**src/rtl/coffee_pkg.sv**
```systemverilog
// Shared types and reset-default recipe durations for the coffee recipe sequencer.
package coffee_pkg;

  typedef enum logic [2:0] {
    AGUA   = 3'd0,
    CAFE   = 3'd1,
    LECHE  = 3'd2,
    AZUCAR = 3'd3,
    CREMA  = 3'd4
  } stage_e;

  localparam int unsigned REC_ESPRESSO   = 0;
  localparam int unsigned REC_LATTE      = 1;
  localparam int unsigned REC_CAPPUCCINO = 2;

  typedef enum logic [1:0] {
    IDLE   = 2'd0,
    RUN    = 2'd1,
    FINISH = 2'd2
  } seq_state_e;

  // Reset-time duration in cycles; unlisted recipes and stages default to 0.
  function automatic longint unsigned default_dur(input int unsigned recipe,
                                                  input int unsigned stage,
                                                  input longint unsigned clk_hz);
    longint unsigned d;
    d = 0;
    case (recipe)
      REC_ESPRESSO: begin
        if (stage == 32'(AGUA)) d = 2 * clk_hz;
        else if (stage == 32'(CAFE)) d = clk_hz;
      end
      REC_LATTE: begin
        if (stage <= 32'(AZUCAR)) d = clk_hz;
      end
      REC_CAPPUCCINO: begin
        if (stage == 32'(AGUA)) d = 2 * clk_hz;
        else if (stage >= 32'(LECHE) && stage <= 32'(CREMA)) d = clk_hz;
      end
      default: d = 0;
    endcase
    return d;
  endfunction

endpackage

```
**src/rtl/coffee_next_stage.sv**
```systemverilog
// Priority search: first stage with nonzero duration strictly above from_idx (or from -1 when launch).
module coffee_next_stage #(
  parameter int unsigned NUM_STAGES = 5,
  parameter int unsigned TIME_W     = 32,
  parameter int unsigned SW         = 3
) (
  input  logic                             launch,
  input  logic [SW-1:0]                    from_idx,
  input  logic [NUM_STAGES-1:0][TIME_W-1:0] row,
  output logic [SW-1:0]                    next_idx_c,
  output logic                             none_left_c
);

  // Descending scan so the lowest qualifying index is the last one written.
  always_comb begin
    next_idx_c  = '0;
    none_left_c = 1'b1;
    for (int i = int'(NUM_STAGES) - 1; i >= 0; i--) begin
      if ((launch || (i > int'(from_idx))) && (row[i] != '0)) begin
        next_idx_c  = SW'(i);
        none_left_c = 1'b0;
      end
    end
  end

endmodule

```
**src/rtl/coffee_recipe_seq.sv**
```systemverilog
// Recipe-table driven coffee dispensing sequencer with abort and runtime config.
// Optional pause support is enabled by defining COFFEE_SEQ_PAUSE_EN.
module coffee_recipe_seq
  import coffee_pkg::*;
#(
  parameter  int unsigned CLK_HZ       = 50_000_000,
  parameter  int unsigned NUM_RECIPES  = 4,
  parameter  int unsigned NUM_STAGES   = 5,
  parameter  int unsigned TIME_W       = 32,
  parameter  int unsigned END_HOLD_CYC = 2 * CLK_HZ,
  localparam int unsigned RW           = $clog2(NUM_RECIPES),
  localparam int unsigned SW           = (NUM_STAGES > 1) ? $clog2(NUM_STAGES) : 1
) (
  input  logic                  clk,
  input  logic                  reset,
  input  logic                  start,
  input  logic [RW-1:0]         recipe_sel,
  input  logic                  abort,
  input  logic                  pause,
  input  logic                  cfg_we,
  input  logic [RW-1:0]         cfg_recipe,
  input  logic [SW-1:0]         cfg_stage,
  input  logic [TIME_W-1:0]     cfg_dur,
  output logic                  cfg_err,
  output logic                  busy,
  output logic                  stage_valid,
  output logic [SW-1:0]         stage_idx,
  output logic [NUM_STAGES-1:0] stage_onehot,
  output logic                  done,
  output logic                  done_pulse,
  output logic                  aborted
);

  localparam int unsigned EW = $clog2(END_HOLD_CYC + 1);

  seq_state_e                state, state_n;
  logic [SW-1:0]             stage, stage_n;
  logic [TIME_W-1:0]         timer, timer_n;
  logic [EW-1:0]             end_cnt, end_n;
  logic [RW-1:0]             rec, rec_n;
  logic                      start_q;
  logic [TIME_W-1:0]         dur_tbl [NUM_RECIPES][NUM_STAGES];

  logic                      start_edge, sel_ok, cfg_ok, wr_ok, wr_err;
  logic                      start_err, abort_take, hold, pause_act;
  logic [TIME_W-1:0]         dur_cur;
  logic [NUM_STAGES-1:0][TIME_W-1:0] rec_row, launch_row, search_row;
  logic [SW-1:0]             next_idx_c;
  logic                      none_left_c;

`ifdef COFFEE_SEQ_PAUSE_EN
  assign pause_act = pause;
`else
  logic unused_pause;
  assign unused_pause = pause;
  assign pause_act    = 1'b0;
`endif

  assign start_edge = start && !start_q;
  assign sel_ok     = 32'(recipe_sel) < NUM_RECIPES;
  assign cfg_ok     = (32'(cfg_recipe) < NUM_RECIPES) && (32'(cfg_stage) < NUM_STAGES);
  assign wr_ok      = cfg_we && (state == IDLE) && cfg_ok;
  assign wr_err     = cfg_we && !wr_ok;
  assign dur_cur    = dur_tbl[rec][stage];

  // Launch row sees a same-cycle table write so the brew uses the new value.
  always_comb begin
    for (int unsigned s = 0; s < NUM_STAGES; s++) begin
      rec_row[s]    = dur_tbl[rec][s];
      launch_row[s] = sel_ok ? dur_tbl[recipe_sel][s] : '0;
      if (wr_ok && (cfg_recipe == recipe_sel) && (32'(cfg_stage) == s)) launch_row[s] = cfg_dur;
    end
  end

  assign search_row = (state == IDLE) ? launch_row : rec_row;

  coffee_next_stage #(
    .NUM_STAGES (NUM_STAGES),
    .TIME_W     (TIME_W),
    .SW         (SW)
  ) u_next (
    .launch      (state == IDLE),
    .from_idx    (stage),
    .row         (search_row),
    .next_idx_c  (next_idx_c),
    .none_left_c (none_left_c)
  );

  always_comb begin
    state_n    = state;
    stage_n    = stage;
    timer_n    = timer;
    end_n      = end_cnt;
    rec_n      = rec;
    start_err  = 1'b0;
    abort_take = 1'b0;
    hold       = 1'b0;
    case (state)
      IDLE: begin
        if (start_edge && !abort) begin
          if (sel_ok) begin
            rec_n   = recipe_sel;
            timer_n = '0;
            end_n   = '0;
            if (none_left_c) begin
              state_n = FINISH;
              stage_n = '0;
            end else begin
              state_n = RUN;
              stage_n = next_idx_c;
            end
          end else begin
            start_err = 1'b1;
          end
        end
      end
      RUN: begin
        if (abort) begin
          state_n    = IDLE;
          abort_take = 1'b1;
          stage_n    = '0;
          timer_n    = '0;
        end else if (pause_act) begin
          hold = 1'b1;
        end else if (timer == dur_cur - TIME_W'(1)) begin
          timer_n = '0;
          if (none_left_c) begin
            state_n = FINISH;
            stage_n = '0;
            end_n   = '0;
          end else begin
            stage_n = next_idx_c;
          end
        end else begin
          timer_n = timer + TIME_W'(1);
        end
      end
      FINISH: begin
        if (abort) begin
          state_n    = IDLE;
          abort_take = 1'b1;
          end_n      = '0;
        end else if (end_cnt == EW'(END_HOLD_CYC - 1)) begin
          state_n = IDLE;
          end_n   = '0;
        end else begin
          end_n = end_cnt + EW'(1);
        end
      end
      default: state_n = IDLE;
    endcase
  end

  // Recipe table; reset reloads the factory defaults.
  always_ff @(posedge clk or posedge reset) begin
    if (reset) begin
      for (int unsigned r = 0; r < NUM_RECIPES; r++)
        for (int unsigned s = 0; s < NUM_STAGES; s++)
          dur_tbl[r][s] <= TIME_W'(default_dur(r, s, 64'(CLK_HZ)));
    end else if (wr_ok) begin
      dur_tbl[cfg_recipe][cfg_stage] <= cfg_dur;
    end
  end

  // State and registered outputs, decoded from the next state.
  always_ff @(posedge clk or posedge reset) begin
    if (reset) begin
      state        <= IDLE;
      stage        <= '0;
      timer        <= '0;
      end_cnt      <= '0;
      rec          <= '0;
      start_q      <= 1'b0;
      cfg_err      <= 1'b0;
      busy         <= 1'b0;
      stage_valid  <= 1'b0;
      stage_idx    <= '0;
      stage_onehot <= '0;
      done         <= 1'b0;
      done_pulse   <= 1'b0;
      aborted      <= 1'b0;
    end else begin
      state        <= state_n;
      stage        <= stage_n;
      timer        <= timer_n;
      end_cnt      <= end_n;
      rec          <= rec_n;
      start_q      <= start;
      cfg_err      <= start_err || wr_err;
      busy         <= (state_n != IDLE);
      stage_valid  <= (state_n == RUN);
      stage_idx    <= (state_n == RUN) ? stage_n : '0;
      stage_onehot <= ((state_n == RUN) && !hold) ? (NUM_STAGES'(1) << stage_n) : '0;
      done         <= (state_n == FINISH);
      done_pulse   <= (state_n == FINISH) && (state != FINISH);
      aborted      <= abort_take;
    end
  end

endmodule

```
**config.mk**
```make
export PLATFORM = sky130hd
export DESIGN_NAME = coffee_recipe_seq
export DESIGN_NICKNAME = d
export VERILOG_FILES = /design/src/rtl/coffee_pkg.sv /design/src/rtl/coffee_next_stage.sv /design/src/rtl/coffee_recipe_seq.sv
export SDC_FILE = /design/constraint.sdc
export NUM_CORES = 2
export LEC_CHECK = 0
export ABC_AREA = 1
export ABC_CLOCK_PERIOD_IN_PS = 59900
export CAP_MARGIN = 20
export CELL_PAD_IN_SITES_DETAIL_PLACEMENT = 0
export CELL_PAD_IN_SITES_GLOBAL_PLACEMENT = 2
export CORE_ASPECT_RATIO = 1.2
export CORE_MARGIN = 2
export CORE_UTILIZATION = 40
export DETAILED_ROUTE_END_ITERATION = 8
export PLACE_DENSITY = 0.86
export SYNTH_ARGS = -nofsm -noshare
export SYNTH_HDL_FRONTEND = slang
export SYNTH_SLANG_ARGS = --single-unit
```
**constraint.sdc**
```tcl
create_clock -name clk -period 59.9 [get_ports clk]
set_input_delay 11.98 -clock clk [delete_from_list [all_inputs] [get_ports clk]]
set_output_delay 11.98 -clock clk [all_outputs]
set_load 0.03 [all_outputs]
```
==> run metrics <==
routability cong.=0.900; Post-CTS Hold Fix Bufs=0; Num CTS Buffers=82; CP required=60.40 ns; FF/Latch Area=0.0182 sq mm; Final period util=28.9%; Avg Vias per Cell=5.51; syn_nets=5,607; Syn Area/Cell=7.21 sq um; final hold vios=0; Die Span X=293 um; Max-Cap Viols=0; minimum clock period=17.29 ns; area leader, netlist=dfrtp_1; clock latency at the later pin of the worst-skew pair=0.65 ns; post_cts resized=0; share of the synthesized area in the top cell type=37.6%; Final Max Slew Viols=0; r2r setup slk=53.57 ns; met2 Use GR=47.8%; clock tree buffer depth=3; CP max FO=54; Setup-failing EPs final=0; Multi-input gate area=0.0193 sq mm; non-filler instance count after layout=6,776; Routed WL per cell=21.9 um; status=finished, final reports clean; largest cells by area after synthesis=dfrtp_1, nand2_1, o21ai_0; gr usage total=28.9%; routed vias=37,300; Slew HR=28.3%; synth unique cells=48; initial core utilization=40.2%; register area share after synthesis=45.4%; Worst Hold Class=flip-flop to flip-flop; TritonCTS clock tree=done; CTS HTree Levels=3; met1 Use GR=40.4%; GR peak layer=met2; RSZ-0062 raised after global routing=false; VDD IR-drop max=0.0365 mV; Yosys warning count=0; min-delay src=dur_tbl[607]; DIE HEIGHT=351 um; first-pass GRT wire length=226,000 um; Pre-antenna DRT Iters=6; dpl cells=6,623; antenna viol nets, final=0; ys flop type=dfrtp_1; number of enable flip-flop cells after synthesis=0; Root Buffer=clkbuf_16; reg2reg end=end_cnt[3]; CP Capture Type=flip-flop; post-synthesis cell area=0.0400 sq mm; num ports=59; hold path endpoint=dur_tbl[607]; final hold slack=0.490 ns; CP Class=input pin to flip-flop; Max Fclk=57.8 MHz; startpoint types=input pin; antenna violations before repair=3; reg2reg start=rec[1]; P_leak=0.0197 uW; DRC Markers=0; Post-CTS Setup Repair Bufs=0; Seq cells post-synth=721; final wirelength=148,000 um; share of layout cells above drive strength 1=8.19%; Sink Count=721; Final Core Density=44.4%; Starting DRT DRC Count=3,371; largest net degree at the start of global routing=177; clock skew=0.0217 ns; crit path DAT=17.79 ns; Cell Pwr Density=47.1 mW/mm^2; Filler Cell Count=10,400; DP Wirelength=94,700 um; core footprint=0.0996 sq mm; Hold Crit Depth=2; DIE AREA=0.103 sq mm; Worst-Margin Slew=1.08 ns; Area growth syn-to-layout=10.4%; vias in the first global route=35,700; most common cell in the netlist=nand2_1; fraction of registers with async set/reset=100%; PortBufs=57; GR Layer Usage met3=2.93%; Final Net Count=5,469; Rows=127; grt ovf=0; top post-synthesis cells by count=nand2_1, o21ai_0, nand3_1; setup tns final=0 ns; Worst Reg-to-Reg Cells=22; Mapped Cells=5,555; Power, Total=2080 uW; CTS clk-pin slew, worst paths=0.06 ns
per-stage QoR:
stage | area, sq um | setup slack (ns)
after CTS | 44200 | 42.62
after floorplan | 40000 | 27.89
after global routing | 44200 | 42.44
final | 44200 | 42.61
after global placement | 41400 | 42.00
after detailed placement | 41400 | 41.95
placed cells by master (no fill, tap or decap), drive strengths merged, types with 2 or more instances in the layout:
cell,n
clkinv,21
dfrtp,601
ha,7
a221oi,4
inv,283
o31ai,12
nor2,520
nand3b,14
o21bai,5
buf,75
clkdlybuf4s50,55
nor4,26
o22ai,37
o21ai,709
a41oi,2
xnor2,7
nor3,96
and2,4
clkinvlp,2
o311ai,4
nand3,651
nand4,71
nand2,1711
o211ai,8
xor2,65
bufinv,9
dfstp,120
a22o,3
clkbuf,122
or2,9
a21oi,224
diode,2
o221ai,2
per-layer routing:
layer / part of all wire (%) / wire length, um / up-vias
li1: - / - / 18000
met4: 2.4 / 3550 / 2
met5: 0.0074 / 11 / -
met1: 46 / 67700 / 18200
met3: 5.0 / 7370 / 184
met2: 47 / 69400 / 1003
sequential cells by signal, indices dropped and copies added (netlist names):
name          flops
dur_tbl         640
timer            32
end_cnt          27
stage_onehot      5
stage             3
stage_idx         3
rec               2
state             2
aborted           1
busy              1
cfg_err           1
done              1
done_pulse        1
stage_valid       1
start_q           1
worst max-delay path, stage by stage:
cell and delay, ns:
clkdlybuf4s50_1 0.61, inv_2 0.28, nor2_1 0.06, nor3_1 0.53, nand2_1 0.13, buf_4 0.23
inv_1 0.73, a21oi_1 0.07, o21ai_0 0.73, nand4_1 0.49, o21ai_0 0.30, nand2_1 0.16
nor2_1 0.24, nand2_1 0.10, o21ai_2 0.20, nand3_4 0.55, nand2_1 0.25, o21ai_2 0.07
layout make-up:
class | count | area share (%)
Sequential cell | 721 | 41.2
Tap cell | 1290 | 3.65
Timing Repair Buffer | 130 | 2.57
Multi-Input combinational cell | 4196 | 43.7
Clock buffer | 122 | 5.57
Antenna cell | 2 | 0.0113
Inverter | 286 | 2.50
Clock inverter | 29 | 0.874
power by group:
part           leakage, uW  internal [uW]  total [uW]  switching, uW
Combinational      0.00920            246         844            598
Clock              0.00141            323         541            218
Sequential         0.00905            611         698           86.8
cells by family after synthesis:
kind of cell	count (synthesis)	share of synthesized area, %
DFF	721	45.4
AOI/OAI and AO/OA	1013	13.3
buffers and inverters	638	6.72
and+or+nand+nor	3104	32.7
adders and majority gates	7	0.219
xor gates and xnor gates	72	1.58
worst max-delay path by stage:
stage / cells past startpoint / from / endpoint
2_1_floorplan: 1 / reset / aborted
3_3_place_gp: 18 / cfg_recipe[0] / end_cnt[10]
3_5_place_dp: 18 / cfg_recipe[0] / end_cnt[12]
4_1_cts: 18 / cfg_recipe[0] / end_cnt[3]
5_1_grt: 18 / cfg_recipe[0] / end_cnt[12]
6_report: 18 / cfg_recipe[0] / end_cnt[3]
No activity file was read; power rests on OpenSTA's default activity.
